==> src/rtl/button_event_scheduler.sv <==
// button_event_scheduler: shared-tick debouncer for N_BTN buttons feeding one round-robin event port.
// Define AUTOREPEAT_EN to add per-channel auto-repeat events every REPEAT_TICKS ticks while held.
module button_event_scheduler #(
   parameter int N_BTN        = 4,
   parameter int TICK_DIV     = 50000,
   parameter int STABLE_CNT   = 4,
   parameter int REPEAT_TICKS = 100
) (
   input  logic                     clk,
   input  logic                     reset,
   input  logic [N_BTN-1:0]         btn_raw,
   output logic [N_BTN-1:0]         btn_level,
   output logic                     evt_valid,
   input  logic                     evt_ready,
   output logic [$clog2(N_BTN)-1:0] evt_id,
   output logic                     overrun
);
   localparam int IW = $clog2(N_BTN);
   localparam int PW = $clog2(TICK_DIV);
   localparam int CW = $clog2(STABLE_CNT + 1);

   logic [N_BTN-1:0] sync1_q, sync2_q, level_q, level_d, prev_q, pend_q, pend_d;
   logic [N_BTN-1:0] set, grant, held, busy, rpt;
   logic [PW-1:0]    presc_q, presc_d;
   logic [CW-1:0]    cnt_q [N_BTN];
   logic [CW-1:0]    cnt_d [N_BTN];
   logic [IW-1:0]    rr_q, rr_d, id_q, id_d, sel;
   logic             valid_q, valid_d, ovr_q, ovr_d, tick, found, adv;

   assign tick    = presc_q == PW'(TICK_DIV - 1);
   assign presc_d = tick ? '0 : presc_q + 1'b1;

   always_comb begin
      level_d = level_q;
      for (int i = 0; i < N_BTN; i++) begin
         cnt_d[i] = cnt_q[i];
         if (tick) begin
            if (sync2_q[i] == level_q[i]) cnt_d[i] = '0;
            else if (cnt_q[i] == CW'(STABLE_CNT - 1)) begin
               level_d[i] = ~level_q[i];
               cnt_d[i]   = '0;
            end else cnt_d[i] = cnt_q[i] + 1'b1;
         end
      end
   end

`ifdef AUTOREPEAT_EN
   localparam int RW = $clog2(REPEAT_TICKS + 1);
   logic [RW-1:0] rep_q [N_BTN];
   logic [RW-1:0] rep_d [N_BTN];

   always_comb begin
      for (int i = 0; i < N_BTN; i++) begin
         rpt[i]   = tick & level_q[i] & (rep_q[i] == RW'(REPEAT_TICKS - 1));
         rep_d[i] = (!level_q[i] || rpt[i]) ? '0 : tick ? rep_q[i] + 1'b1 : rep_q[i];
      end
   end

   always_ff @(posedge clk or posedge reset) begin
      if (reset) for (int i = 0; i < N_BTN; i++) rep_q[i] <= '0;
      else rep_q <= rep_d;
   end
`else
   logic rpt_unused;
   assign rpt        = '0;
   assign rpt_unused = REPEAT_TICKS > 0;
`endif

   assign set = (level_q & ~prev_q) | rpt;

   always_comb begin
      sel   = '0;
      found = 1'b0;
      for (int i = N_BTN - 1; i >= 0; i--)
         if (pend_q[i]) begin
            sel   = IW'(i);
            found = 1'b1;
         end
      // lowest pending index at or above rr_q overrides the wrapped choice
      for (int i = N_BTN - 1; i >= 0; i--)
         if (pend_q[i] && IW'(i) >= rr_q) sel = IW'(i);
      adv   = !valid_q || evt_ready;
      grant = '0;
      if (adv && found) grant[sel] = 1'b1;
      valid_d = adv ? found : valid_q;
      id_d    = (adv && found) ? sel : id_q;
      rr_d    = (adv && found) ? ((sel == IW'(N_BTN - 1)) ? '0 : sel + 1'b1) : rr_q;
      // a channel still presented and not yet accepted counts as pending
      for (int i = 0; i < N_BTN; i++) held[i] = valid_q && !evt_ready && id_q == IW'(i);
      busy   = (pend_q & ~grant) | held;
      pend_d = (pend_q & ~grant) | (set & ~held);
      ovr_d  = |(set & busy);
   end

   always_ff @(posedge clk or posedge reset) begin
      if (reset) begin
         sync1_q <= '0;
         sync2_q <= '0;
         presc_q <= '0;
         level_q <= '0;
         prev_q  <= '0;
         pend_q  <= '0;
         rr_q    <= '0;
         id_q    <= '0;
         valid_q <= 1'b0;
         ovr_q   <= 1'b0;
         for (int i = 0; i < N_BTN; i++) cnt_q[i] <= '0;
      end else begin
         sync1_q <= btn_raw;
         sync2_q <= sync1_q;
         presc_q <= presc_d;
         level_q <= level_d;
         prev_q  <= level_q;
         pend_q  <= pend_d;
         rr_q    <= rr_d;
         id_q    <= id_d;
         valid_q <= valid_d;
         ovr_q   <= ovr_d;
         cnt_q   <= cnt_d;
      end
   end

   assign btn_level = level_q;
   assign evt_valid = valid_q;
   assign evt_id    = id_q;
   assign overrun   = ovr_q;
endmodule
==> config.mk <==
export PLATFORM = sky130hd
export DESIGN_NAME = button_event_scheduler
export DESIGN_NICKNAME = d
export VERILOG_FILES = /design/src/rtl/button_event_scheduler.sv
export SDC_FILE = /design/constraint.sdc
export NUM_CORES = 1
export LEC_CHECK = 0
export CAP_MARGIN = 25
export CORE_ASPECT_RATIO = 0.6
export CORE_MARGIN = 8
export CORE_UTILIZATION = 50
export CTS_BUF_LIST = sky130_fd_sc_hd__clkbuf_8 sky130_fd_sc_hd__clkbuf_16
export DETAILED_ROUTE_END_ITERATION = 8
export PLACE_DENSITY = 0.69
export SYNTH_ARGS = -nofsm -noshare
export SYNTH_HDL_FRONTEND = slang
export SYNTH_SLANG_ARGS = --single-unit
==> constraint.sdc <==
create_clock -name clk -period 4.27 [get_ports clk]
set_input_delay 0.6405 -clock clk [delete_from_list [all_inputs] [get_ports clk]]
set_output_delay 0.6405 -clock clk [all_outputs]
set_load 0.01 [all_outputs]
==> results of run 1 <==
-- report_power, final --
group	switching [mW]	leakage [nW]	internal (mW)	total (mW)
Combinational	0.0127	0.477	0.00763	0.0203
Clock	0.161	0.0472	0.131	0.292
Sequential	0.00187	0.716	0.515	0.517
-- registers in the layout, indices dropped and copies added (netlist names), 4 cells and up --
signal     flops
sync2_q        4
prev_q         4
sync1_q        4
cnt_q         12
presc_q       16
pend_q         4
btn_level      4
-- worst register-to-register path, delay by kind of cell, from the launching register on --
kind / cells / cell delay [ns]
and+or+nand+nor: 2 / 0.29
adders and majority gates: 1 / 0.27
DFF: 1 / 0.47
buffers and inverters: 1 / 0.16
AOI/OAI and AO/OA: 3 / 1.06
-- kinds of logic (layout without fill, tap and decap cells) --
logic type	count (synthesis)	in the layout	synth area share, %
AOI/OAI and AO/OA	31	31	7.73
buffers and inverters	21	41	3.54
adders and majority gates	9	9	4.55
muxes	9	9	4.60
and+or+nand+nor	87	87	19.7
DFF	54	54	54.6
xor gates and xnor gates	15	15	5.31
-- layout by cell type, fill, tap and decap left out, types with 4 or more instances in the layout --
cell,count
nor3_1,4
inv_1,17
a31oi_1,4
nand3_1,15
ha_1,9
and3_4,4
xnor2_1,7
nand2_1,16
clkbuf_8,6
dfrtp_1,54
clkdlybuf4s50_1,14
nand2b_1,4
mux2_4,4
xor2_1,8
a21oi_1,8
o21ai_0,9
nor2_1,22
-- path summary, 6_finish.rpt --
check                           startpoint           end  slack (ns)  cells past startpoint
worst max-delay path               rr_q[1]       overrun        1.95                      7
worst max register to register     rr_q[1]       overrun        1.95                      7
worst min register to register  sync1_q[0]    sync2_q[0]        0.35                      0
max in group asynchronous            reset  btn_level[0]        2.78                      3
worst min-delay path            sync1_q[0]    sync2_q[0]        0.35                      0
min in group asynchronous            reset       rr_q[0]        0.72                      2
-- area by class of cell --
type / count / area, um2
Inverter: 18 / 67.6
Clock inverter: 2 / 12.5
Fill cell: 412 / 1880
Timing Repair Buffer: 15 / 148
Multi-Input combinational cell: 151 / 1040
Clock buffer: 6 / 82.6
Tap cell: 63 / 78.8
Sequential cell: 54 / 1350
-- through the flow --
stage	setup slack, ns	hold WS [ns]	util [%]	area [um2]	total power [mW]
5_1_grt	1.72	0.365	59.6	2780	0.862
3_3_place_gp	2.06	0.332	57.5	2680	0.548
2_1_floorplan	2.31	0.331	-	2470	0.538
3_5_place_dp	2.04	0.336	57.5	2680	0.548
4_1_cts	2.01	0.357	59.6	2780	0.842
6_report	1.95	0.355	59.6	2780	0.829
-- routing by layer --
layer | vias up | track usage (%) | share of wire (%)
met3 | 4 | 5.13 | 7.9
met5 | - | 0 | 0
met4 | 0 | 4.19 | 0.83
met2 | 39 | 14.8 | 35
met1 | 777 | 20.9 | 56
li1 | 817 | - | -
-- cell usage after synthesis, types with 7 or more instances --
cell type,count,area (um2)
inv_1,18,67.6
a21oi_1,8,40.0
ha_1,9,113
nand2_1,16,60.1
nor2_1,22,82.6
nand3_1,15,75.1
xnor2_1,7,61.3
xor2_1,8,70.1
o21ai_0,9,45.0
dfrtp_1,54,1350
==> impl_metrics.tcl, run 1 <==
set metrics [dict create \
    place_inst 301 \
    status "finished, final reports clean" \
    die-area_um2 7530 \
    end_kind "flip-flop" \
    worst_slew_pin_slew_ns 0.812 \
    die_w_um 107 \
    leakagePower_nw 1.24 \
    io_pins 15 \
    yosys_warnings 0 \
    gp_congestion 0.940 \
    period_share_pct 54.4 \
    hold_viol 0 \
    hold_buffers 0 \
    period_needed_ns 2.32 \
    cts-resized-gates 0 \
    cts_tree "yes" \
    drt_iter0_markers 124 \
    insertion_delay_ns 0.31 \
    fmax_mhz 431 \
    grt_pass1_vias 1520 \
    area_growth_pct 12.2 \
    syn_inst 226 \
    syn_avg_cell_area_um2 11.0 \
    core_um2 4660 \
    cts_buffers 5 \
    syn-num-nets 242 \
    layout-drive-gt1-share_pct 10.2 \
    drc_errors 0 \
    diodes 0 \
    path_clk_slew_ns 0.10 \
    chipHeight_um 70.5 \
    hold_class "reg2reg" \
    cts_buffer_depth 2 \
    path_cells "nand2b_1, a21oi_1, a211oi_1, inv_1, ha_1, a221oi_1, nand4b_1" \
    skew_ns 0.0130 \
    slew_violations 0 \
    setup_tns_ns 0 \
    maxSlewHeadroom_pct 45.5 \
    postRouteAntennaNets 0 \
    setup_viol 0 \
    crit_path_top_delay_cell "a211oi_1" \
    ys.flop_type "dfrtp_1" \
    cts_setup_buffers 0 \
    synth_cell_types 41 \
    ys_seq_elements 54 \
    ir_drop_uv 209 \
    avgViaCountPerCell 5.30 \
    path_class "reg2reg" \
    grt_max_degree 32 \
    vias 1637 \
    layout.cells.non_filler 309 \
    track_usage_pct 13.1 \
    syn-cell-area_um2 2470 \
    max_cap_viol_count 0 \
    port_buffers 14 \
    dp_hpwl_um 3300 \
    rsz0062_at_grt "no" \
    startpoint_type "flip-flop" \
    routedWlPerCell_um 14.4 \
    antenna_found_initial 0 \
    path_delay_family "compound AO/OA/AOI/OAI gates" \
    rows 19 \
    htreeDepth 2 \
    cp_num_buf_inv 1 \
    grt-ovfl-total 0 \
    grt_first_pass_wirelength_um 7780 \
    clockRootBuffer "clkbuf_8" \
    postSynth.asyncResetShare_pct 100 \
    initial_core_util_pct 53.1 \
    synth-edff-count 0 \
    crit_fanout 6 \
    cts.sink_count 54 \
    slowest_delay_ns 0.69 \
    routed_wirelength_um 4460 \
    yosysSeqAreaShare_pct 54.6 \
    drt-pass1-iter-count 4 \
    required_ns 4.51 \
    crit_arrival_ns 2.56 \
    nNetsFinal 261 \
    p_per_area_nw_per_um2 298 \
]
(Power assumes the default switching activity.)
==> run 2, diff against run 1 <==
--- a/config.mk
+++ b/config.mk
@@ -11,7 +11,7 @@
 export CORE_UTILIZATION = 50
 export CTS_BUF_LIST = sky130_fd_sc_hd__clkbuf_8 sky130_fd_sc_hd__clkbuf_16
 export DETAILED_ROUTE_END_ITERATION = 8
-export PLACE_DENSITY = 0.69
+export PLACE_DENSITY = 0.72
 export SYNTH_ARGS = -nofsm -noshare
 export SYNTH_HDL_FRONTEND = slang
 export SYNTH_SLANG_ARGS = --single-unit
==> constraint.sdc (replaced) <==
create_clock -name clk -period 2 [get_ports clk]
set_input_delay 0.3 -clock clk [delete_from_list [all_inputs] [get_ports clk]]
set_output_delay 0.3 -clock clk [all_outputs]
set_load 0.01 [all_outputs]
==> run 2 against run 1 <==
Core utilization grew 1.9 points; non-clock buffer count is 9 higher; critical path depth down 1; clock skew decreased by 0.0093 ns; critical path type unchanged; largest power group unchanged.
==> impl_metrics.tcl, run 2 (same netlist as run 1, synthesis figures left out) <==
set metrics [dict create \
    track_usage_pct 12.9 \
    crit_fanout 7 \
    chipHeight_um 70.5 \
    setup_viol 0 \
    cts_setup_buffers 0 \
    core_um2 4660 \
    path_class "reg2reg" \
    mostFrequentLayoutCells "dfrtp_1, nor2_1, inv_1" \
    hold_slack_ns 0.340 \
    slew_violations 0 \
    max_cap_viol_count 0 \
    period_needed_ns 1.90 \
    rows 19 \
    antenna_found_initial 0 \
    required_ns 2.20 \
    reg_top3 "presc_q (16), cnt_q (12)" \
    end_kind "flip-flop" \
    final_common_cell "dfrtp_1" \
    dp_hpwl_um 3330 \
    port_buffers 14 \
    drt_iter0_markers 115 \
    avgViaCountPerCell 5.20 \
    worst_slew_pin_slew_ns 0.362 \
    crit_arrival_ns 2.10 \
    routedWlPerCell_um 14.1 \
    gp_congestion 0.890 \
    htreeDepth 2 \
    skew_ns 0.00372 \
    p_per_area_nw_per_um2 620 \
    cts_buffer_depth 2 \
    cts.sink_count 54 \
    cts_buffers 5 \
    grt_first_pass_wirelength_um 7700 \
    status "finished, final reports clean" \
    rsz0062_at_grt "no" \
    postRouteAntennaNets 0 \
    startpoint_type "flip-flop" \
    setup_tns_ns 0 \
    ir_drop_uv 422 \
    grt_max_degree 55 \
    nFillCells 403 \
    drc_errors 0 \
    insertion_delay_ns 0.31 \
    diodes 0 \
    fmax_mhz 527 \
    setup_slack_ns 0.102 \
    cts_tree "yes" \
    maxSlewHeadroom_pct 75.3 \
    grt_pass1_vias 1530 \
    period_share_pct 94.9 \
    die-area_um2 7530 \
    top_register "presc_q" \
    layout.cells.non_filler 318 \
    hold_class "in2async" \
    leakagePower_nw 1.29 \
    largest_reg_flops 16 \
    place_inst 310 \
    vias 1655 \
    nNetsFinal 270 \
    die_w_um 107 \
    path_clk_slew_ns 0.09 \
    routed_wirelength_um 4490 \
    pre_cts_ws_ns 0.111 \
    clockRootBuffer "clkbuf_8" \
    initial_core_util_pct 53.1 \
    grt-ovfl-total 0 \
    area_growth_pct 15.7 \
    drt-pass1-iter-count 4 \
    io_pins 15 \
    utilization_pct 61.4 \
    layout-drive-gt1-share_pct 14.1 \
    hold_viol 0 \
]
-- run 2: cell type report --
cell class                      count  area, um2  share of cell area [%]
Clock buffer                        6       82.6                    2.88
Clock inverter                      2       12.5                   0.437
Inverter                           18       67.6                    2.36
Multi-Input combinational cell    151       1040                    36.4
Sequential cell                    54       1350                    47.2
Tap cell                           63       78.8                    2.75
Timing Repair Buffer               24        228                    7.95
-- run 2: stage by stage --
step / total power, mW / instance area [um2]
floorplan: 1.15 / 2470
global placement: 1.17 / 2760
detailed placement: 1.17 / 2760
CTS: 1.79 / 2860
global route: 1.85 / 2860
finish: 1.77 / 2860
-- run 2: repair_timing --
item                                    CTS  global route
resized for setup                         0             2
hold buffers                              0             0
endpoints found under the setup margin    0             3
-- run 2: worst paths after layout --
path	slack, ns	to	cells past startpoint	start
worst min register to register	0.36	sync2_q[0]	0	sync1_q[0]
min in group clk	0.36	sync2_q[0]	0	sync1_q[0]
max in group asynchronous	1.42	sync1_q[3]	3	reset
worst max-delay path	0.10	btn_level[2]	6	presc_q[0]
worst min-delay path	0.34	evt_id[0]	3	reset
worst max register to register	0.10	btn_level[2]	6	presc_q[0]
-- run 2: routing by layer --
layer	up-vias	share of wire (%)	wire [um]	global-route usage (%)
met3	4	4.3	192	3.48
met2	32	37	1670	14.8
met4	0	1.0	46	5.58
met5	-	0	0	0
li1	838	-	-	-
met1	781	57	2580	20.7
-- run 2: where the power goes --
group          internal [mW]  total [mW]  leakage [nW]  switching [mW]
clock                  0.279       0.624        0.0472           0.346
combinational         0.0192      0.0465         0.530          0.0273
sequential              1.10        1.10         0.716         0.00400
-- run 2: critical path: stages (launching register included) --
cell     delay [ns]
dfrtp_1        0.44
ha_1           0.20
nand3_1        0.13
and4b_2        0.37
buf_4          0.17
and3_4         0.20
mux2_4         0.29
==> run 3, diff against run 2 <==
--- a/config.mk
+++ b/config.mk
@@ -7,7 +7,7 @@
 export LEC_CHECK = 0
 export CAP_MARGIN = 25
 export CORE_ASPECT_RATIO = 0.6
-export CORE_MARGIN = 8
+export CORE_MARGIN = 3
 export CORE_UTILIZATION = 50
 export CTS_BUF_LIST = sky130_fd_sc_hd__clkbuf_8 sky130_fd_sc_hd__clkbuf_16
 export DETAILED_ROUTE_END_ITERATION = 8
==> run 3 against run 2 <==
Critical endpoint is now overrun; count of clock-buffer cells in the layout unchanged; combinational power increased by 1%; hold slack improved by 0.014 ns; total power decreased by 0.44%; first-iteration DRC count down 4.3%; worst setup slack gained 0.0012 ns; sequential share of layout area is essentially flat; die area shrank 22%; via count rose by 0.54%; final area hardly changed; final cell count grew 0.31%.
==> impl_metrics.tcl, run 3 (same netlist as run 1, synthesis figures left out) <==
set metrics [dict create \
    pwr-share-clk_pct 34.9 \
    period_share_pct 94.8 \
    maxSlewHeadroom_pct 69.3 \
    hold_buffers 0 \
    required_ns 2.17 \
    grt_max_degree 55 \
    sw_frac_of_total_pct 21.1 \
    nFillCells 401 \
    cts_buffers 5 \
    initial_core_util_pct 53.1 \
    largest_reg_flops 16 \
    grt-ovfl-total 0 \
    dp_hpwl_um 3350 \
    crit_arrival_ns 2.06 \
    area_growth_pct 15.6 \
    place_inst 311 \
    hold_class "reg2reg" \
    end_kind "flip-flop" \
    vias 1664 \
    met2WireLength_um 1700 \
    drc_errors 0 \
    rsz0062_at_grt "no" \
    diodes 0 \
    utilization_pct 61.4 \
    path_class "reg2reg" \
    antenna_found_initial 0 \
    slew_violations 0 \
    reg2reg_depth 9 \
    clockRootBuffer "clkbuf_8" \
    finalPower_mw 1.77 \
    path_clk_slew_ns 0.09 \
    cts.sink_count 54 \
    top_register "presc_q" \
    gp_congestion 0.792 \
    io_pins 15 \
    grt_pass1_vias 1502 \
    setup_viol 0 \
    leakagePower_nw 1.30 \
    worst_slew_pin_slew_ns 0.457 \
    wl_met3_um 268 \
    fmax_mhz 527 \
    layout-drive-gt1-share_pct 13.7 \
    p_per_area_nw_per_um2 617 \
    mostFrequentLayoutCells "dfrtp_1, nor2_1, inv_1" \
    ir_drop_uv 360 \
    netSwitchingPower_uw 373 \
    p_comb_share_pct 2.7 \
    htreeDepth 2 \
    final_common_cell "dfrtp_1" \
    reg_top3 "presc_q (16), cnt_q (12)" \
    die_w_um 96.8 \
    postRouteAntennaNets 0 \
    setup_tns_ns 0 \
    hold_viol 0 \
    core_um2 4660 \
    chipHeight_um 60.5 \
    cts_buffer_depth 2 \
    status "finished, final reports clean" \
    crit_fanout 6 \
    routed.top_layer "met4" \
    routedWlPerCell_um 14.5 \
    layout.cells.non_filler 319 \
    drt-met1-wl_um 2620 \
    max_cap_viol_count 0 \
    insertion_delay_ns 0.30 \
    p_int_mw 1.39 \
    rows 19 \
    port_buffers 14 \
    track_usage_pct 16.9 \
    period_needed_ns 1.90 \
    drt_iter0_markers 110 \
    startpoint_type "flip-flop" \
    drt-pass1-iter-count 4 \
    routed_wirelength_um 4640 \
    die-area_um2 5860 \
    skew_ns 0.00640 \
    worstHoldPathCells 0 \
    hold_slack_ns 0.354 \
    pwr-share-seq_pct 62.5 \
    nNetsFinal 271 \
    avgViaCountPerCell 5.22 \
    cts_tree "yes" \
    grt_first_pass_wirelength_um 7700 \
]
[run 3: changes by cell type in the layout (fill, tap and decap cells not counted), sizes merged]
| cell | change |
|---|---|
| buf | +1 |
| clkinvlp | -1 |
| inv | +1 |
[run 3: final timing paths]
path | startpoint | endpoint | slack, ns
worst max-delay path | rr_q[1] | overrun | 0.10
worst min-delay path | sync1_q[1] | sync2_q[1] | 0.35
worst max register to register | rr_q[1] | overrun | 0.10
worst min register to register | sync1_q[1] | sync2_q[1] | 0.35
max in group asynchronous | reset | sync2_q[3] | 1.41
min in group asynchronous | reset | evt_id[1] | 0.36
[run 3: through the flow]
step           setup slack [ns]  area, um2
2_1_floorplan             0.247       2470
3_3_place_gp              0.156       2770
3_5_place_dp              0.123       2770
4_1_cts                   0.114       2860
5_1_grt                  0.0490       2860
6_report                  0.103       2860
[run 3: worst max-delay path, stage by stage (launching register included)]
cell and delay [ns]:
dfrtp_1 0.45, nand3_1 0.10, a21oi_1 0.06, a211oi_1 0.29
buf_4 0.19, ha_1 0.18, inv_1 0.06, o21ai_0 0.16
a21bo_2 0.15, nand4b_1 0.13
[run 3: per-layer routing]
metal,vias up,global-route usage [%]
met3,5,4.25
met4,0,5.40
met5,-,0
li1,841,-
met2,40,20.4
met1,778,28.2
[run 3: timing repair]
item,in CTS,in global routing
setup buffers,0,0
resized for setup,0,1
endpoints found under the setup margin,0,4
[run 3: power groups by stage]
stage / sequential (mW) / combinational, mW / clock [mW]
after global placement: 1.12 / 0.0487 / 0
final: 1.10 / 0.0470 / 0.616
after CTS: 1.10 / 0.0494 / 0.631
after global routing: 1.10 / 0.0546 / 0.682
after detailed placement: 1.13 / 0.0488 / 0
after floorplan: 1.12 / 0.0244 / 0
[run 3: final cells by class]
class | count | area (um2) | share of cell area (%)
multi-input cells | 151 | 1040 | 36.2
clock buffers | 6 | 82.6 | 2.89
clock inverters | 2 | 8.76 | 0.306
flip-flops and latches | 54 | 1350 | 47.2
inverters | 18 | 67.6 | 2.36
repair buffers | 25 | 235 | 8.22
well taps | 63 | 78.8 | 2.75
